**src/rtl/fft_res_ram_wr_pkg.sv**
```systemverilog
// Shared definitions for the FFT result RAM writer and the cache slave that
// reads the same RAMs, so the RAM geometry is defined in one place.
package fft_res_ram_wr_pkg;

    localparam int unsigned C_FFT_SAMPLE_W   = 16;
    localparam int unsigned C_FFT_RAM_ADDR_W = 7;
    localparam int unsigned C_FFT_RAM_DATA_W = 32;

    typedef enum logic [1:0] {
        ST_IDLE    = 2'd0,
        ST_CAPTURE = 2'd1,
        ST_DRAIN   = 2'd2
    } fft_wr_state_e;

endpackage

```
**src/rtl/fft_res_ram_wr_mag.sv**
```systemverilog
// fft_mag_approx: 3-stage magnitude approximation |z| ~ max + min/2.
// Valid, bin index and channel ride alongside the data.
module fft_mag_approx
    import fft_res_ram_wr_pkg::*;
#(
    parameter int P_W  = C_FFT_SAMPLE_W,
    parameter int P_AW = C_FFT_RAM_ADDR_W
) (
    input  logic                 clk_i,
    input  logic                 rst_i,
    input  logic                 vld_i,
    input  logic [P_W-1:0]       re_i,
    input  logic [P_W-1:0]       im_i,
    input  logic [P_AW-1:0]      bin_i,
    input  logic                 lchnl_i,
    output logic                 vld_o,
    output logic [P_W-1:0]       mag_o,
    output logic [P_AW-1:0]      bin_o,
    output logic                 lchnl_o,
    output logic                 busy_o
);

    localparam logic [P_W-1:0] C_POS_MAX = {1'b0, {(P_W-1){1'b1}}};
    localparam logic [P_W-1:0] C_NEG_MIN = {1'b1, {(P_W-1){1'b0}}};

    // Two's-complement abs; the most negative code has no positive twin,
    // so it clips to the largest positive value.
    function automatic logic [P_W-1:0] abs_sat(input logic [P_W-1:0] x);
        logic [P_W-1:0] r;
        if (x == C_NEG_MIN) begin
            r = C_POS_MAX;
        end else if (x[P_W-1]) begin
            r = (~x) + 1'b1;
        end else begin
            r = x;
        end
        return r;
    endfunction

    logic               s1_vld_q, s2_vld_q, s3_vld_q;
    logic [P_W-1:0]     s1_re_q, s1_im_q;
    logic [P_W-1:0]     s2_mx_q, s2_mn_q;
    logic [P_W-1:0]     s3_mag_q;
    logic [P_AW-1:0]    s1_bin_q, s2_bin_q, s3_bin_q;
    logic               s1_l_q, s2_l_q, s3_l_q;

    logic [P_W-1:0]     s1_re_d, s1_im_d;
    logic [P_W-1:0]     s2_mx_d, s2_mn_d;
    logic [P_W-1:0]     s3_mag_d;
    logic [P_W:0]       s3_sum;

    // Stage datapaths: abs, max/min sort, then add with saturation.
    always_comb begin
        s1_re_d  = abs_sat(re_i);
        s1_im_d  = abs_sat(im_i);
        s2_mx_d  = (s1_re_q >= s1_im_q) ? s1_re_q : s1_im_q;
        s2_mn_d  = (s1_re_q >= s1_im_q) ? s1_im_q : s1_re_q;
        s3_sum   = {1'b0, s2_mx_q} + {2'b00, s2_mn_q[P_W-1:1]};
        s3_mag_d = s3_sum[P_W] ? {P_W{1'b1}} : s3_sum[P_W-1:0];
    end

    // Pipeline registers; reset clears valids and the output stage.
    always_ff @(posedge clk_i) begin
        if (rst_i) begin
            s1_vld_q <= 1'b0;
            s2_vld_q <= 1'b0;
            s3_vld_q <= 1'b0;
            s1_re_q  <= '0;
            s1_im_q  <= '0;
            s2_mx_q  <= '0;
            s2_mn_q  <= '0;
            s3_mag_q <= '0;
            s1_bin_q <= '0;
            s2_bin_q <= '0;
            s3_bin_q <= '0;
            s1_l_q   <= 1'b0;
            s2_l_q   <= 1'b0;
            s3_l_q   <= 1'b0;
        end else begin
            s1_vld_q <= vld_i;
            s2_vld_q <= s1_vld_q;
            s3_vld_q <= s2_vld_q;
            s1_re_q  <= s1_re_d;
            s1_im_q  <= s1_im_d;
            s2_mx_q  <= s2_mx_d;
            s2_mn_q  <= s2_mn_d;
            s3_mag_q <= s3_mag_d;
            s1_bin_q <= bin_i;
            s2_bin_q <= s1_bin_q;
            s3_bin_q <= s2_bin_q;
            s1_l_q   <= lchnl_i;
            s2_l_q   <= s1_l_q;
            s3_l_q   <= s2_l_q;
        end
    end

    assign vld_o   = s3_vld_q;
    assign mag_o   = s3_mag_q;
    assign bin_o   = s3_bin_q;
    assign lchnl_o = s3_l_q;
    assign busy_o  = s1_vld_q | s2_vld_q | s3_vld_q;

endmodule

```
**src/rtl/fft_res_ram_wr.sv**
```systemverilog
// Writes the first 2**P_FFT_RAM_ADDR_W magnitude bins of each streamed FFT
// frame into the L or R result RAM and flags frame completion and errors.
//
// state   | meaning
// IDLE    | waiting for a valid SOP sample
// CAPTURE | in a frame; bins below the RAM depth go to the pipeline
// DRAIN   | EOP seen; waiting for the pipeline to empty before done
module fft_res_ram_wr
    import fft_res_ram_wr_pkg::*;
#(
    parameter int P_FFT_SAMPLE_W   = C_FFT_SAMPLE_W,
    parameter int P_FFT_RAM_ADDR_W = C_FFT_RAM_ADDR_W,
    parameter int P_FFT_RAM_DATA_W = C_FFT_RAM_DATA_W
) (
    input  logic                          av_clk_ir,
    input  logic                          av_rst_ih,
    input  logic                          fft_valid_ih,
    input  logic                          fft_sop_ih,
    input  logic                          fft_eop_ih,
    input  logic                          fft_lchnl_ih,
    input  logic [P_FFT_SAMPLE_W-1:0]     fft_re_id,
    input  logic [P_FFT_SAMPLE_W-1:0]     fft_im_id,
    output logic [P_FFT_RAM_ADDR_W-1:0]   fft_res_ram_wr_addr_od,
    output logic [P_FFT_RAM_DATA_W-1:0]   fft_res_ram_wr_data_od,
    output logic                          fft_res_ram_lchnl_wren_oh,
    output logic                          fft_res_ram_rchnl_wren_oh,
    output logic                          frame_done_oh,
    output logic                          frame_err_oh,
    output logic                          busy_oh
);

    localparam int AW = P_FFT_RAM_ADDR_W;

    fft_wr_state_e          state_q, state_d;
    logic [AW:0]            cnt_q, cnt_d;
    logic                   lchnl_q, lchnl_d;
    logic                   err_q, err_d;

    logic                   acc;
    logic [AW-1:0]          acc_bin;
    logic                   acc_l;
    logic                   done;
    logic                   idle_like;

    logic                   pipe_vld;
    logic [P_FFT_SAMPLE_W-1:0] pipe_mag;
    logic [AW-1:0]          pipe_bin;
    logic                   pipe_l;
    logic                   pipe_busy;

    // State, bin counter, latched channel and registered error pulse.
    always_ff @(posedge av_clk_ir) begin
        if (av_rst_ih) begin
            state_q <= ST_IDLE;
            cnt_q   <= '0;
            lchnl_q <= 1'b0;
            err_q   <= 1'b0;
        end else begin
            state_q <= state_d;
            cnt_q   <= cnt_d;
            lchnl_q <= lchnl_d;
            err_q   <= err_d;
        end
    end

    // Next state and sample acceptance. DRAIN's exit cycle behaves as IDLE
    // so a back-to-back SOP is not lost.
    always_comb begin
        state_d   = state_q;
        cnt_d     = cnt_q;
        lchnl_d   = lchnl_q;
        err_d     = 1'b0;
        acc       = 1'b0;
        acc_bin   = cnt_q[AW-1:0];
        acc_l     = lchnl_q;
        done      = 1'b0;
        idle_like = 1'b0;

        case (state_q)
            ST_IDLE: begin
                idle_like = 1'b1;
            end
            ST_CAPTURE: begin
                if (fft_valid_ih) begin
                    if (fft_sop_ih && !fft_eop_ih) begin
                        // Unexpected SOP: report it and restart as a new frame.
                        err_d     = 1'b1;
                        idle_like = 1'b1;
                    end else begin
                        if (!cnt_q[AW]) begin
                            acc   = 1'b1;
                            cnt_d = cnt_q + 1'b1;
                        end
                        if (fft_eop_ih) begin
                            state_d = ST_DRAIN;
                        end
                    end
                end
            end
            ST_DRAIN: begin
                if (!pipe_busy) begin
                    done      = 1'b1;
                    state_d   = ST_IDLE;
                    idle_like = 1'b1;
                end else if (fft_valid_ih) begin
                    err_d = 1'b1;
                end
            end
            default: begin
                state_d = ST_IDLE;
            end
        endcase

        if (idle_like && fft_valid_ih) begin
            if (fft_sop_ih) begin
                acc     = 1'b1;
                acc_bin = '0;
                acc_l   = fft_lchnl_ih;
                lchnl_d = fft_lchnl_ih;
                cnt_d   = (AW+1)'(1);
                state_d = fft_eop_ih ? ST_DRAIN : ST_CAPTURE;
            end else begin
                err_d = 1'b1;
            end
        end
    end

    fft_mag_approx #(
        .P_W  (P_FFT_SAMPLE_W),
        .P_AW (AW)
    ) u_mag (
        .clk_i   (av_clk_ir),
        .rst_i   (av_rst_ih),
        .vld_i   (acc),
        .re_i    (fft_re_id),
        .im_i    (fft_im_id),
        .bin_i   (acc_bin),
        .lchnl_i (acc_l),
        .vld_o   (pipe_vld),
        .mag_o   (pipe_mag),
        .bin_o   (pipe_bin),
        .lchnl_o (pipe_l),
        .busy_o  (pipe_busy)
    );

    assign fft_res_ram_wr_addr_od    = pipe_bin;
    assign fft_res_ram_wr_data_od    = P_FFT_RAM_DATA_W'(pipe_mag);
    assign fft_res_ram_lchnl_wren_oh = pipe_vld & pipe_l;
    assign fft_res_ram_rchnl_wren_oh = pipe_vld & ~pipe_l;
    assign frame_done_oh             = done;
    assign frame_err_oh              = err_q;
    assign busy_oh                   = (state_q != ST_IDLE) | pipe_busy;

endmodule

```
**config.mk**
```make
export PLATFORM = sky130hd
export DESIGN_NAME = fft_res_ram_wr
export DESIGN_NICKNAME = d
export VERILOG_FILES = /design/src/rtl/fft_res_ram_wr_pkg.sv /design/src/rtl/fft_res_ram_wr_mag.sv /design/src/rtl/fft_res_ram_wr.sv
export SDC_FILE = /design/constraint.sdc
export NUM_CORES = 1
export LEC_CHECK = 0
export BUFFER_PORTS_ARGS = -buffer_cell sky130_fd_sc_hd__clkbuf_2
export CORE_AREA = 2 2 114 105
export CTS_CLUSTER_DIAMETER = 50
export DETAILED_ROUTE_END_ITERATION = 8
export DIE_AREA = 0 0 116 107
export GPL_TIMING_DRIVEN = 1
export PLACE_DENSITY = 0.81
export SLEW_MARGIN = 20
export SYNTH_ARGS = -nofsm -noshare
export SYNTH_HDL_FRONTEND = slang
export SYNTH_SLANG_ARGS = --single-unit
```
**constraint.sdc**
```tcl
create_clock -name av_clk_ir -period 2.75 [get_ports av_clk_ir]
set_input_delay 0.1375 -clock av_clk_ir [delete_from_list [all_inputs] [get_ports av_clk_ir]]
set_output_delay 0.1375 -clock av_clk_ir [all_outputs]
set_load 0.1 [all_outputs]
```
==> results of run 1 <==
-- path summary, 6_finish.rpt --
path	slack (ns)	from	depth (start not counted)	end
max	0.17	u_mag.s1_im_q[9]$_SDFF_PP0_	8	u_mag.s2_mn_q[2]$_SDFF_PP0_
min	0.02	fft_im_id[0]	3	u_mag.s1_im_q[0]$_SDFF_PP0_
max reg2reg	0.17	u_mag.s1_im_q[9]$_SDFF_PP0_	8	u_mag.s2_mn_q[2]$_SDFF_PP0_
min reg2reg	0.43	u_mag.s2_bin_q[3]$_SDFF_PP0_	1	u_mag.bin_o[3]$_SDFF_PP0_
-- critical path: cells and delay by family (launching register included) --
family	cells	cell delay, ns
compound gates	5	1.48
fa+ha+maj	1	0.30
flops	1	0.34
buf+inv	2	0.31
-- cells in the final DEF (no fill, tap or decap), drive strengths merged, types with 3 or more instances in the layout --
| cell | count |
|---|---|
| dfxtp | 117 |
| a21oi | 96 |
| nand2 | 85 |
| clkbuf | 83 |
| nor2 | 81 |
| nor3 | 38 |
| ha | 38 |
| o311ai | 33 |
| inv | 29 |
| xor2 | 29 |
| nor2b | 24 |
| o21ai | 21 |
| a21o | 18 |
| conb | 16 |
| and3 | 11 |
| or4 | 10 |
| o31ai | 9 |
| mux2i | 8 |
| xnor2 | 8 |
| buf | 8 |
| clkinv | 7 |
| nor4 | 6 |
| and2 | 5 |
| nand3 | 4 |
| nand4 | 4 |
| o41ai | 4 |
| nand2b | 3 |
| nand4b | 3 |
| nor3b | 3 |
| bufinv | 3 |
-- logic make-up after synthesis --
family / after synthesis / share of synthesized area [%]
AOI/OAI and AO/OA: 202 / 21.30
xor gates and xnor gates: 37 / 5.061
adders and majority gates: 39 / 7.737
buffers and inverters: 92 / 6.448
DFF: 117 / 36.58
muxes: 8 / 1.251
other: 1 / 0.05856
and+or+nand+nor: 285 / 21.57
-- per-stage QoR --
stage | setup slack [ns] | total power (µW) | instances | hold slack, ns
global placement | 0.3545 | 3226 | 961 | 0.3893
CTS | 0.08267 | 5437 | 992 | 0.01035
floorplan | 0.5120 | 3017 | 796 | 0.2814
finish | 0.1716 | 5467 | 993 | 0.01574
detailed placement | 0.2203 | 3272 | 961 | 0.4033
global route | 0.01378 | 5682 | 993 | 0.03541
-- state kept, by name, summed over array words and instances, names as in the netlist, 2 cells and up --
register,count
u_mag.s2_bin_q,7
u_mag.s1_bin_q,7
state_q,2
u_mag.s2_mx_q,16
u_mag.bin_o,7
u_mag.s2_mn_q,15
cnt_q,8
u_mag.s1_im_q,16
u_mag.s1_re_q,16
u_mag.mag_o,16
-- layout make-up --
| class | count | area, µm² |
|---|---|---|
| multi-input combinational | 587 | 3724 |
| sequential | 117 | 2342 |
| clock inverter | 12 | 158.9 |
| tap | 156 | 195.2 |
| fill | 928 | 3830 |
| inverter | 29 | 108.9 |
| clock buffer | 18 | 429.2 |
| timing repair buffer | 74 | 415.4 |
-- where the power goes --
group          switching [µW]  total (µW)  internal [µW]  leakage [µW]
combinational            1020        1390            369       0.00192
sequential               69.1        1910           1840      0.000960
clock                     755        2170           1410      0.000282
-- per-layer routing --
layer	global-route usage (%)	up-vias
met5	0	-
met4	7.483	0
met3	4.466	26
met2	41.56	224
met1	30.25	2674
li1	-	2836
-- repair_timing --
action,CTS,global route
hold endpoints to repair,1,0
resized for setup,0,0
buffers inserted,0,0
hold buffers,1,0
==> flow_metrics.py, run 1 <==
metrics = {
    "sta": {
        "rsz0062_at_grt": "no",
        "period_needed_ns": 2.578,
        "fmax_mhz": 387.8,
        "hold_violations": 0,
        "setup_tns_ns": 0,
        "slew_viol_final": 0,
        "tightest_slew_ns": 0.8856,
        "worst_clock_skew_ns": 0.009382,
        "setup_viol_count_final": 0,
        "relSlewSlack_pct": 40.89,
        "period_share_pct": 93.76,
    },
    "placed_design": {
        "gp_congestion": 0.8986,
        "dp.final_hpwl_um": 10080,
        "place_area_mm2": 0.006748,
        "io_buffer_count": 65,
    },
    "global_routing": {
        "globalRouteOverflowTotal": 0,
        "track_usage_pct": 24.04,
        "antenna_found_initial": 0,
        "grt_pass1_vias": 5300,
        "grt_first_pass_wirelength_um": 24110,
        "grt_max_degree": 75,
    },
    "detailed_routing": {
        "drc_errors": 0,
        "wl_met1_um": 6558,
        "drt_iter0_markers": 612,
        "dr_total_vias": 5760,
        "via_per_inst": 5.801,
        "top_layer": "met4",
        "wirelength_um": 14600,
        "wl_per_cell_um": 14.71,
        "route.met3.wl_um": 796,
        "wl_met2_um": 7048,
        "ant_nets": 0,
        "drtPass1Iterations": 5,
    },
    "logic_synthesis": {
        "synthTopCellsByCount": "dfxtp_1, a21oi_1, nand2_1",
        "synth_area_leader_cell": "dfxtp_1",
        "synthArstFlopShare_pct": 0,
        "ys_warn_count": 0,
        "synth.top_cell.area_share_pct": 36.58,
        "yosysMostFrequentCell": "dfxtp_1",
        "synthCells": 781,
        "synth_area_leaders": "dfxtp_1, a21oi_1, ha_1",
        "syn_area_mm2": 0.006404,
        "synth.distinct_cells": 59,
        "ys_ff_latch": 117,
        "ys_seq_area_share_pct": 36.58,
        "avgSynthCellArea_um2": 8.199,
        "synthFlopType": "dfxtp_1",
        "synth-edff-count": 0,
    },
    "setup_path": {
        "crit_path_top_delay_cell": "a221oi_1",
        "required_ns": 3.01,
        "worstPathMaxFanout": 36,
        "start_kind": "flop",
        "crit_chain": "inv_1 > ha_1 > a21o_1 > a21o_1 > a221oi_1 > o21ai_4 > buf_16 > o311ai_0",
        "critPathMaxStageDelay_ns": 0.42,
        "cp.arrival_ns": 2.84,
        "cpMostUsedCell": "a21o_1",
        "critical_path_class": "reg -> reg",
        "crit_path_end_kind": "flop",
    },
    "clock_network": {
        "cts_tree": "done",
        "ctsRootBufferMaster": "clkbuf_16",
        "clock_latency_ns": 0.40,
        "cts_buffers": 17,
        "cts_buffer_depth": 2,
        "clk_pin_slew_ns": 0.05,
        "cts_sinks": 117,
        "h-tree-depth": 4,
    },
    "layout": {
        "fin_nets": 903,
        "fin_util_pct": 65.81,
        "diodes": 0,
        "area_growth_pct": 15.14,
        "drive_gt1_share_pct": 14.81,
        "stdcell_area_mm2": 0.007373,
    },
    "power_and_ir_drop": {
        "leakage_uw": 0.003165,
        "ir_drop_uv": 555.8,
        "power.density_mw_per_mm2": 741.4,
    },
    "floorplan": {
        "io_pins": 82,
        "start_util_pct": 57.16,
        "rows": 37,
        "die_width_um": 116,
        "fp.coreArea_mm2": 0.01120,
        "design.die.area_mm2": 0.01241,
        "die_h_um": 107,
    },
    "outcome": {
        "outcome": "complete, no violations",
    },
    "run": {
        "cap_viol_max_count": 0,
    },
    "worst_hold_path": {
        "holdCritPathClass": "in -> reg",
    },
}
Power figures use the tool's default switching activity.
==> run 2, diff against run 1 <==
--- a/config.mk
+++ b/config.mk
@@ -6,12 +6,12 @@
 export NUM_CORES = 1
 export LEC_CHECK = 0
 export BUFFER_PORTS_ARGS = -buffer_cell sky130_fd_sc_hd__clkbuf_2
-export CORE_AREA = 2 2 114 105
+export CORE_AREA = 2 2 119 110
 export CTS_CLUSTER_DIAMETER = 50
 export DETAILED_ROUTE_END_ITERATION = 8
-export DIE_AREA = 0 0 116 107
+export DIE_AREA = 0 0 121 112
 export GPL_TIMING_DRIVEN = 1
-export PLACE_DENSITY = 0.81
+export PLACE_DENSITY = 0.78
 export SLEW_MARGIN = 20
 export SYNTH_ARGS = -nofsm -noshare
 export SYNTH_HDL_FRONTEND = slang
==> constraint.sdc (replaced) <==
create_clock -name av_clk_ir -period 2.25 [get_ports av_clk_ir]
set_input_delay 0.1125 -clock av_clk_ir [delete_from_list [all_inputs] [get_ports av_clk_ir]]
set_output_delay 0.1125 -clock av_clk_ir [all_outputs]
set_load 0.1 [all_outputs]
==> flow_metrics.py, run 2 (same netlist as run 1, synthesis figures left out) <==
metrics = {
    "layout": {
        "instances_no_fill": 1033,
        "fin_nets": 933,
        "final_cell_mix": "dfxtp_1, nand2_1, nor2_1",
        "fillers": 997,
        "stdcell_area_mm2": 0.007934,
        "final_common_cell": "dfxtp_1",
        "diodes": 0,
        "drive_gt1_share_pct": 22.09,
        "area_growth_pct": 23.90,
    },
    "floorplan": {
        "fp.coreArea_mm2": 0.01235,
        "rows": 39,
        "start_util_pct": 51.87,
        "design.die.area_mm2": 0.01355,
        "die_width_um": 121,
        "io_pins": 82,
        "die_h_um": 112,
    },
    "detailed_routing": {
        "via_per_inst": 5.540,
        "wl_per_cell_um": 14.27,
        "wirelength_um": 14740,
        "ant_nets": 0,
        "drc_errors": 0,
        "drtPass1Iterations": 5,
        "drt_iter0_markers": 475,
        "dr_total_vias": 5723,
    },
    "sta": {
        "worst_clock_skew_ns": 0.009196,
        "setup_tns_ns": 0,
        "relSlewSlack_pct": 48.07,
        "setup_viol_count_final": 0,
        "slew_viol_final": 0,
        "fmax_mhz": 445.8,
        "whs_ns": 0.005675,
        "hold_violations": 0,
        "tightest_slew_ns": 0.7708,
        "rsz0062_at_grt": "yes",
        "period_needed_ns": 2.243,
        "period_share_pct": 99.70,
    },
    "setup_path": {
        "r2r-end": "u_mag.mag_o[10]$_SDFF_PP0_",
        "cp.arrival_ns": 2.52,
        "worstPathMaxFanout": 4,
        "regToRegSetupSlack_ns": 0.007,
        "timing.rr.start": "u_mag.s2_mn_q[1]$_SDFF_PP0_",
        "crit_path_end_kind": "flop",
        "critPathLaunch": "u_mag.s2_mn_q[1]$_SDFF_PP0_",
        "start_kind": "flop",
        "required_ns": 2.53,
        "critical_path_class": "reg -> reg",
        "reg2regPathDepth": 8,
    },
    "worst_hold_path": {
        "whs_endpoint": "u_mag.s1_re_q[14]$_SDFF_PP0_",
        "whs_path_depth": 3,
        "hold_start": "fft_re_id[14]",
        "holdCritPathClass": "in -> reg",
    },
    "power_and_ir_drop": {
        "power.density_mw_per_mm2": 866.5,
        "ir_drop_uv": 569.7,
        "leakage_uw": 0.003409,
    },
    "outcome": {
        "outcome": "complete, no violations",
    },
    "clock_network": {
        "cts_tree": "done",
        "clk_pin_slew_ns": 0.05,
        "ctsRootBufferMaster": "clkbuf_16",
        "cts_buffers": 17,
        "clock_latency_ns": 0.42,
        "cts_buffer_depth": 2,
        "cts_sinks": 117,
        "h-tree-depth": 4,
    },
    "global_routing": {
        "globalRouteOverflowTotal": 0,
        "grt_max_degree": 62,
        "grt_first_pass_wirelength_um": 23800,
        "track_usage_pct": 21.53,
        "grt_pass1_vias": 5002,
        "antenna_found_initial": 0,
    },
    "placed_design": {
        "dp.final_hpwl_um": 9627,
        "io_buffer_count": 65,
        "place_area_mm2": 0.006970,
        "gp_congestion": 0.8546,
        "dp.cells": 989,
    },
    "run": {
        "cap_viol_max_count": 0,
    },
}
run 2: stage by stage:
stage | power, µW | worst slack (ns) | util (%)
global route | 7160 | -0.07256 | 64.26
detailed placement | 4113 | -0.08405 | 56.46
floorplan | 3688 | 0.01196 | -
finish | 6874 | 0.006680 | 64.26
global placement | 4098 | -0.04280 | 56.46
CTS | 6696 | 0.0001830 | 61.96
run 2: metal layers:
metal | wire length (µm) | track usage, %
met5 | 0 | 0
met4 | 242 | 8.295
met3 | 822 | 5.584
met2 | 6762 | 31.46
met1 | 6909 | 30.37
run 2: layout make-up:
type,count,area (µm²),area share (%)
multi-input combinational,587,3960,49.91
sequential,117,2346,29.57
timing repair buffer,104,747.0,9.415
clock buffer,18,429.2,5.409
tap,164,205.2,2.586
clock inverter,14,137.6,1.735
inverter,29,108.9,1.372
run 2: how the worst max path moves through the flow:
stage | cells after the start | to | slack (ns)
2_1_floorplan | 8 | u_mag.mag_o[4]$_SDFF_PP0_ | 0.01
3_3_place_gp | 8 | u_mag.mag_o[14]$_SDFF_PP0_ | -0.04
3_5_place_dp | 8 | u_mag.mag_o[7]$_SDFF_PP0_ | -0.08
4_1_cts | 8 | u_mag.mag_o[10]$_SDFF_PP0_ | 0.0002
5_1_grt | 8 | u_mag.mag_o[10]$_SDFF_PP0_ | -0.07
6_report | 8 | u_mag.mag_o[10]$_SDFF_PP0_ | 0.007
run 2: report_power, final:
part,internal [µW],switching (µW)
registers,2250,81.0
logic,631,1350
clock network,1610,948
total,4500,2380
run 2: repair_timing:
action / 4_1_cts / 5_1_grt
hold endpoints to repair: 3 / 0
buffers inserted: 4 / 2
pin swaps: 5 / 6
endpoints found under the setup margin: 19 / 45
resized for setup: 14 / 58
hold buffers: 3 / 0
cloned: 1 / 2
run 2: critical path: stages (launching register included):
cell	delay, ns
dfxtp_2	0.32
ha_4	0.16
fa_2	0.34
a21o_1	0.21
a221oi_4	0.31
a211oi_2	0.15
o311ai_4	0.38
a21o_1	0.16
o311ai_1	0.09
==> run 3, diff against run 2 <==
--- a/config.mk
+++ b/config.mk
@@ -6,10 +6,10 @@
 export NUM_CORES = 1
 export LEC_CHECK = 0
 export BUFFER_PORTS_ARGS = -buffer_cell sky130_fd_sc_hd__clkbuf_2
-export CORE_AREA = 2 2 119 110
+export CORE_AREA = 2 2 102 128
 export CTS_CLUSTER_DIAMETER = 50
 export DETAILED_ROUTE_END_ITERATION = 8
-export DIE_AREA = 0 0 121 112
+export DIE_AREA = 0 0 104 130
 export GPL_TIMING_DRIVEN = 1
 export PLACE_DENSITY = 0.78
 export SLEW_MARGIN = 20
==> constraint.sdc (replaced) <==
create_clock -name av_clk_ir -period 1.9 [get_ports av_clk_ir]
set_input_delay 0.095 -clock av_clk_ir [delete_from_list [all_inputs] [get_ports av_clk_ir]]
set_output_delay 0.095 -clock av_clk_ir [all_outputs]
set_load 0.1 [all_outputs]
==> flow_metrics.py, run 3 (same netlist as run 1, synthesis figures left out) <==
metrics = {
    "setup_path": {
        "crit_chain": "ha_4 > fa_2 > a21o_1 > a221oi_4 > a21oi_2 > or4_1 > o2111ai_2 > a21oi_1",
        "critical_path_class": "reg -> reg",
        "crit_path_end_kind": "flop",
        "r2r-end": "u_mag.mag_o[14]$_SDFF_PP0_",
        "crit_path_top_delay_cell": "or4_1",
        "required_ns": 2.20,
        "critPathMaxStageDelay_ns": 0.50,
        "critical_path_buf_inv_count": 0,
        "reg2regPathDepth": 8,
        "timing.rr.start": "u_mag.s2_mx_q[0]$_SDFF_PP0_",
        "regToRegSetupSlack_ns": -0.37,
        "crit_family": "compound AO/OA/AOI/OAI gates",
        "cp.arrival_ns": 2.57,
        "worstPathMaxFanout": 3,
        "start_kind": "flop",
    },
    "clock_network": {
        "cts_buffer_depth": 2,
        "clock_latency_ns": 0.43,
        "cts_buffers": 17,
        "h-tree-depth": 4,
        "clk_pin_slew_ns": 0.06,
        "ctsRootBufferMaster": "clkbuf_16",
        "cts_tree": "done",
        "cts_sinks": 117,
    },
    "layout": {
        "fin_nets": 996,
        "area_growth_pct": 46.17,
        "fillers": 777,
        "final_common_cell": "dfxtp_1",
        "diodes": 0,
        "final_cell_mix": "dfxtp_1, nor2_1, a21oi_1",
        "fin_util_pct": 75.29,
        "stdcell_area_mm2": 0.009360,
        "drive_gt1_share_pct": 34.55,
    },
    "global_routing": {
        "globalRouteOverflowTotal": 0,
        "grt_max_degree": 75,
        "antenna_found_initial": 0,
        "track_usage_pct": 26.41,
        "grt_first_pass_wirelength_um": 28800,
        "grt_pass1_vias": 6132,
    },
    "sta": {
        "slew_viol_final": 0,
        "rsz0062_at_grt": "yes",
        "whs_ns": 0.01720,
        "worst_clock_skew_ns": 0.01615,
        "tightest_slew_ns": 0.5504,
        "relSlewSlack_pct": 63.06,
        "fmax_mhz": 440.5,
        "setup_viol_count_final": 47,
        "setup_tns_ns": -12.88,
        "fin_ws_ns": -0.3702,
        "hold_violations": 0,
        "period_share_pct": 119.5,
        "period_needed_ns": 2.270,
    },
    "detailed_routing": {
        "via_per_inst": 6.155,
        "ant_nets": 0,
        "drt_iter0_markers": 718,
        "dr_total_vias": 6770,
        "top_layer": "met4",
        "wl_met2_um": 10370,
        "wl_met1_um": 7645,
        "drtPass1Iterations": 5,
        "drc_errors": 0,
        "wl_per_cell_um": 19.36,
        "wirelength_um": 21300,
        "route.met3.wl_um": 1714,
    },
    "power_and_ir_drop": {
        "leakage_uw": 0.004154,
        "power.density_mw_per_mm2": 1026,
        "ir_drop_uv": 844.2,
    },
    "placed_design": {
        "dp.final_hpwl_um": 9763,
        "gp_congestion": 0.9160,
        "place_area_mm2": 0.007302,
        "pre_cts_slack_ns": -0.3846,
        "io_buffer_count": 65,
    },
    "outcome": {
        "violations": "negative setup slack",
        "outcome": "complete, but fails checks",
    },
    "floorplan": {
        "rows": 46,
        "design.die.area_mm2": 0.01352,
        "die_width_um": 104,
        "io_pins": 82,
        "fp.coreArea_mm2": 0.01243,
        "start_util_pct": 51.51,
        "die_h_um": 130,
    },
    "worst_hold_path": {
        "whs_endpoint": "u_mag.s1_im_q[13]$_SDFF_PP0_",
        "whs_path_depth": 3,
        "hold_start": "fft_im_id[13]",
        "holdCritPathClass": "in -> reg",
    },
    "run": {
        "cap_viol_max_count": 0,
    },
}
-- run 3: cell count changes in the layout (fill, tap and decap cells not counted), moves of 10 or more --
cell | before | now
a21oi_1 | 77 | 67
buf_4 | 25 | 64
nand2_1 | 85 | 65
nand2_2 | 0 | 13
nor2_1 | 81 | 70
o311ai_1 | 17 | 1
o311ai_4 | 3 | 25
-- run 3: cell type report --
class / count / area, µm² / area share, %
clock buffer: 23 / 457.9 / 4.892
clock inverter: 9 / 151.4 / 1.617
inverter: 29 / 108.9 / 1.163
multi-input combinational: 588 / 4627 / 49.43
sequential: 117 / 2355 / 25.16
tap: 168 / 210.2 / 2.246
timing repair buffer: 166 / 1450 / 15.49
-- run 3: layer usage --
metal / up-vias / track usage (%)
li1: 3033 / -
met2: 444 / 47.37
met5: - / 0
met1: 3141 / 27.66
met4: 0 / 18.20
met3: 152 / 6.194
-- run 3: power by group --
part	switching [µW]	internal, µW
Sequential	105	2670
Clock	1160	2220
Combinational	2140	1310
-- run 3: how the worst max path moves through the flow --
stage	startpoint	to	slack, ns	cells after the start
after global placement	u_mag.s2_mn_q[1]$_SDFF_PP0_	u_mag.mag_o[14]$_SDFF_PP0_	-0.37	8
after detailed placement	u_mag.s2_mn_q[1]$_SDFF_PP0_	u_mag.mag_o[14]$_SDFF_PP0_	-0.38	8
final	u_mag.s2_mx_q[0]$_SDFF_PP0_	u_mag.mag_o[14]$_SDFF_PP0_	-0.37	8
after floorplan	u_mag.s2_mn_q[1]$_SDFF_PP0_	u_mag.mag_o[4]$_SDFF_PP0_	-0.30	8
after CTS	u_mag.s2_mx_q[0]$_SDFF_PP0_	u_mag.mag_o[14]$_SDFF_PP0_	-0.31	8
after global routing	u_mag.s2_mx_q[0]$_SDFF_PP0_	u_mag.mag_o[14]$_SDFF_PP0_	-0.44	8
-- run 3: worst min-delay path, stage by stage --
cell      delay, ns
clkbuf_2       0.10
xor2_1         0.07
a21oi_1        0.13
-- run 3: timing repair --
action                     CTS  global route
hold buffers                 6             0
setup endpoints to repair   47            54
hold endpoints to repair     6             0
pin swaps                   44            15
resized for setup          105            91
buffers inserted            14            13
gates cloned                 9             3
-- run 3: stage by stage --
| step | total power (µW) | cells |
|---|---|---|
| floorplan | 4438 | 796 |
| global placement | 5010 | 1031 |
| detailed placement | 5038 | 1031 |
| CTS | 8997 | 1092 |
| global route | 9849 | 1100 |
| finish | 9603 | 1100 |
